--- src/rtl/ifu_fetch.sv ---
// ifu_fetch: instruction fetch unit. Owns the PC and issues one instruction-memory
// request at a time. It holds the returned word for the decoder until the core
// advances, then computes the next PC from npc_op.
//
// Optional feature, selected by the macro IFU_ALIGN_CHECK_EN:
//   defined   - a misaligned next-PC raises a sticky fault and parks the unit in HALT
//   undefined - next-PC[1:0] is forced to 00, fault is tied low, HALT is unreachable
module ifu_fetch (
  input  logic        clk,
  input  logic        rst,
  input  logic [1:0]  npc_op,
  input  logic [25:0] imm,
  input  logic [31:0] ra,
  input  logic        advance,
  output logic        imem_req,
  output logic [31:0] imem_addr,
  input  logic        imem_ack,
  input  logic [31:0] imem_rdata,
  output logic [31:0] instr,
  output logic        instr_valid,
  output logic [31:0] pc,
  output logic [31:0] pc_plus4,
  output logic        fault
);

  localparam logic [31:0] ResetPc = 32'h0000_3000;

  typedef enum logic [1:0] {StBoot, StFetch, StValid, StHalt} state_e;

  state_e      state_q, state_d;
  logic [31:0] pc_q, pc_d;
  logic [31:0] instr_q, instr_d;
  logic [31:0] npc_raw;
  logic [31:0] npc;
  logic        misaligned;
  logic        adv_accept;

  assign pc_plus4    = pc_q + 32'd4;
  assign pc          = pc_q;
  assign imem_addr   = pc_q;
  assign instr       = instr_q;
  assign instr_valid = (state_q == StValid);
  assign imem_req    = (state_q == StFetch);
  assign adv_accept  = (state_q == StValid) && advance;

  // Next-PC candidate; all sums wrap modulo 2^32.
  always_comb begin
    npc_raw = pc_plus4;
    case (npc_op)
      2'b00:   npc_raw = pc_plus4;
      2'b01:   npc_raw = pc_plus4 + {{14{imm[15]}}, imm[15:0], 2'b00};
      2'b10:   npc_raw = {pc_plus4[31:28], imm, 2'b00};
      default: npc_raw = ra;
    endcase
  end

`ifdef IFU_ALIGN_CHECK_EN
  assign npc        = npc_raw;
  assign misaligned = |npc_raw[1:0];

  logic fault_q;

  // Sticky fault, only cleared by reset.
  always_ff @(posedge clk) begin
    if (rst) begin
      fault_q <= 1'b0;
    end else if (adv_accept && misaligned) begin
      fault_q <= 1'b1;
    end
  end

  assign fault = fault_q;
`else
  // Low bits dropped so jump-register targets are always word aligned.
  assign npc        = npc_raw & ~32'd3;
  assign misaligned = 1'b0;
  assign fault      = 1'b0;
`endif

  // Next-state, PC and instruction-holding logic.
  always_comb begin
    state_d = state_q;
    pc_d    = pc_q;
    instr_d = instr_q;
    case (state_q)
      StBoot: begin
        state_d = StFetch;
      end
      StFetch: begin
        // Acks outside this state are ignored.
        if (imem_ack) begin
          instr_d = imem_rdata;
          state_d = StValid;
        end
      end
      StValid: begin
        if (adv_accept) begin
          if (misaligned) begin
            state_d = StHalt;
          end else begin
            pc_d    = npc;
            state_d = StFetch;
          end
        end
      end
      default: begin
        state_d = StHalt;
      end
    endcase
  end

  // State registers; reset overrides every other input.
  always_ff @(posedge clk) begin
    if (rst) begin
      state_q <= StBoot;
      pc_q    <= ResetPc;
      instr_q <= 32'd0;
    end else begin
      state_q <= state_d;
      pc_q    <= pc_d;
      instr_q <= instr_d;
    end
  end

endmodule
--- config.mk ---
export PLATFORM = sky130hd
export DESIGN_NAME = ifu_fetch
export DESIGN_NICKNAME = d
export VERILOG_FILES = /design/src/rtl/ifu_fetch.sv
export SDC_FILE = /design/constraint.sdc
export NUM_CORES = 1
export LEC_CHECK = 0
export CELL_PAD_IN_SITES_DETAIL_PLACEMENT = 1
export CELL_PAD_IN_SITES_GLOBAL_PLACEMENT = 1
export CORE_MARGIN = 2
export CORE_UTILIZATION = 31
export DETAILED_ROUTE_END_ITERATION = 8
export GPL_ROUTABILITY_DRIVEN = 1
export PLACE_DENSITY_LB_ADDON = 0.1
export SYNTH_ARGS = -nofsm -noshare
export SYNTH_HDL_FRONTEND = slang
export SYNTH_SLANG_ARGS = --single-unit
--- constraint.sdc ---
create_clock -name clk -period 5 [get_ports clk]
set_clock_uncertainty 0.2 [all_clocks]
set_input_delay 1 -clock clk [delete_from_list [all_inputs] [get_ports clk]]
set_output_delay 1 -clock clk [all_outputs]
set_load 0.01 [all_outputs]
==> summary.md <==
| Metric | Value |
|---|---|
| Status | `finished clean` |
| Via Count | `between 6,000 and 7,000` |
| CTS tree | `built` |
| Die footprint | `~19,000 sq um` |
| Avg Cell Area, Syn | `7.809 sq um` |
| Finished Core Util | `between 40% and 50%` |
| Met3 Resource Use GR | `between 4 and 5%` |
| Detailed-route DRC error count | `0` |
| CTS Root Cell | `clkbuf_16` |
| Layout cell share with drive strength beyond 1 | `7.589%` |
| Gr busiest metal | `met2` |
| Area added between synthesis and finish | `43.20%` |
| Post-CTS setup buffers | `0` |
| Worst Setup Path Type | `register to output port` |
| Post-route non-filler standard cell count | `approximately 1,100` |
| Antenna-violating nets left | `0` |
| R2R Path End | `imem_addr[22]` |
| Synth Cell Area | `approximately 5700 sq um` |
| Crit path capture | `pc_plus4[28]` |
| Synth top area share | `22.63%` |
| Worst Tran Pin Value | `approximately 1 ns` |
| Required time worst endpoint | `between 3 and 4 ns` |
| Post-synth EDFFs | `0` |
| Initial antenna violation count | `0` |
| Hold_buf cts | `0` |
| Io pins | `about 230` |
| Crit end category | `output port` |
| CP arrival | `3.25 ns` |
| First-pass GRT wire length | `roughly 36,000 microns` |
| CTS H-Tree Depth | `3` |
| R2r setup slk | `between 0.6 and 0.7 ns` |
| # setup viols final | `0` |
| Gpl congestion | `approximately 0.91` |
| Crit path from | `imem_addr[8]` |
| CTS Sinks | `between 60 and 70` |
| Post_cts resized | `0` |
| Place WS | `between 0.6 and 0.7 ns` |
| FP Rows | `49` |
| Leak pwr | `3.152 nW` |
| Simple-gate share of the synthesized area | `between 20% and 30%` |
| Relative slew slack | `between 30% and 40%` |
| Power Total | `0.001683 W` |
| Fin worst setup slack | `approximately 0.55 ns` |
| Via/cell ratio | `around 5.4` |
| Post-DP HPWL | `about 17,000 microns` |
| Largest cells by area after synthesis | `dfxtp_1 23%, nand2_1 8.4%, a21oi_1 8.0%, ha_1 8.0%, mux4_2 6.0%` |
| Met1 GRT Util | `approximately 29%` |
| Mux contribution to synthesized area | `under 10%` |
| TritonCTS buffer count | `9` |
| Starting Density | `between 30% and 40%` |
| Routed len/inst | `just over 20 microns` |
| Port buffer count | `~220` |
| #FFs+latches synth | `64` |
| Asr flop ratio synth | `0%` |
| Total track usage | `23.09%` |
| RSZ-0062 raised after global routing | `false` |
| Iter 0 DRT Violations | `between 200 and 250` |
| Die Height | `between 100 and 150 microns` |
| Worst reg2reg path depth | `14` |
| Post-Synth Adder-Cell Area | `8.309%` |
| Synth Flop Type | `dfxtp_1` |
| Crit share post-route | `between 80% and 90%` |
| Fin nets | `1,024` |
| Number of global-route vias before repair | `approximately 6,400` |
| Cell variety after synth | `65` |
| Worst ir drop on vdd | `roughly 150 uV` |
| Critical Path Start Type | `register` |
| Post-synthesis compound-gate area fraction | `21.35%` |
| Synth warn | `0` |
| GRT overflow | `0` |
| F_max | `224.7 MHz` |
| Largest net degree at the start of global routing | `slightly above 60` |
| Post-Synthesis Cells | `between 700 and 800` |
| Endpoints failing hold | `0` |
| Synth area leader | `dfxtp_1` |
| Max cap viols | `0` |
| Clk Latency, worst-skew pair | `0.34 ns` |
| TNS Setup | `0 ns` |
| Clk buf depth | `2` |
| Min Tclk post-route | `between 4 and 5 ns` |
| Core Footprint | `approximately 18,000 sq um` |
| DIE WIDTH | `between 100 and 150 microns` |
| FF-to-FF Start | `imem_addr[8]` |
| Post-synthesis xor/xnor area fraction | `~7.7%` |
| Drt pass-1 iters | `4` |
| Power density cells | `about 210 nW/um^2` |
| Max FO, Critical Path | `7` |
| Clk slew on worst S/H paths | `around 0.060 ns` |
| Main combinational cell family by area after synthesis | `simple AND/OR/NAND/NOR gates` |
| Slew Viols, Final | `0` |
| # diodes | `0` |
| Post-synthesis sequential area ratio | `~23%` |
| Met2 Track Usage GR | `~41%` |
| Hold Path Class | `register to register` |
| DRT Wirelength | `~23,000 microns` |
| Placed Instances | `around 1,100` |
[metal layers]
layer	share of wire (%)	wire [microns]
met1	43	9738
met2	51	11640
met3	4.4	1010
met4	1.8	401
met5	0	0
[state kept, by name, summed over array words and instances, names as in the netlist]
register,flops
instr,32
imem_addr,30
state_q,2
[cell families after synthesis]
kind of cell	count (synthesis)
AND/OR/NAND/NOR	257
AO/OA/AOI/OAI	191
buffers and inverters	94
flip-flops	64
XOR/XNOR	49
adder cells (fa/ha/maj)	37
multiplexers	32
other	1
[metrics by stage]
stage | cell area [sq um] | hold WS, ns
after detailed placement | 7780 | 0.2484
final | 8108 | 0.2536
after floorplan | 5684 | 0.2805
after global routing | 8108 | 0.2697
after global placement | 7780 | 0.2410
after CTS | 8108 | 0.2562
[cells in the final DEF, fill, tap and decap left out, drive strengths merged, types with 13 or more instances in the layout]
cell type      synthesis  layout
a21o                  13      13
a21oi                 92      92
buf                   44      14
clkdlybuf4s50          0     215
dfxtp                 64      64
ha                    36      36
inv                   14      16
mux4                  15      15
nand2                126     126
nand3                 30      30
nand4                 19      19
nor2                  32      32
o21ai                 16      16
xnor2                 38      38
[layout make-up]
type | instances | area, sq um
clock buffer | 9 | 225.2
clock inverter | 7 | 102.6
fill | 2166 | 9856
inverter | 14 | 52.55
multi-input combinational | 573 | 3908
sequential | 64 | 1281
tap | 229 | 286.5
timing repair buffer | 229 | 2252
[power breakdown]
part           leakage [nW]  total [W]  internal, W  switching [W]
combinational          2.48   0.000427     0.000215       0.000212
clock                 0.157   0.000706     0.000442       0.000264
sequential            0.520   0.000549     0.000529      0.0000195
[synthesized netlist by cell type (all sizes together) (2+ instances only)]
cell type and number:
a2111oi 2, a211o 4, a211oi 8, a21o 13
a21oi 92, a22o 8, a31oi 6, and2 6
and3 8, and4 6, buf 44, clkbuf 36
dfxtp 64, ha 36, inv 14, mux2 6
mux2i 11, mux4 15, nand2 126, nand2b 3
nand3 30, nand4 19, nor2 32, nor2b 5
nor3 11, nor4 3, o2111ai 4, o211ai 7
o21a 5, o21ai 16, o21bai 3, o22ai 6
o31a 3, o31ai 3, or2 3, or3 4
xnor2 38, xor2 11
[how the worst min path moves through the flow]
stage	start	endpoint	slack, ns	cells past startpoint
2_1_floorplan	instr[0]	instr[0]	0.28	2
6_report	instr[3]	instr[3]	0.25	2
4_1_cts	instr[3]	instr[3]	0.26	2
5_1_grt	instr[3]	instr[3]	0.27	2
3_3_place_gp	instr[7]	instr[7]	0.24	2
3_5_place_dp	instr[3]	instr[3]	0.25	2
[critical path, stage by stage (launching register included)]
cell             delay, ns
dfxtp_1               0.46
nand4_1               0.34
nor3_2                0.46
nor2b_1               0.29
and4_1                0.28
and3_1                0.23
xor2_1                0.26
clkdlybuf4s50_1       0.59
(Power assumes the default switching activity.)
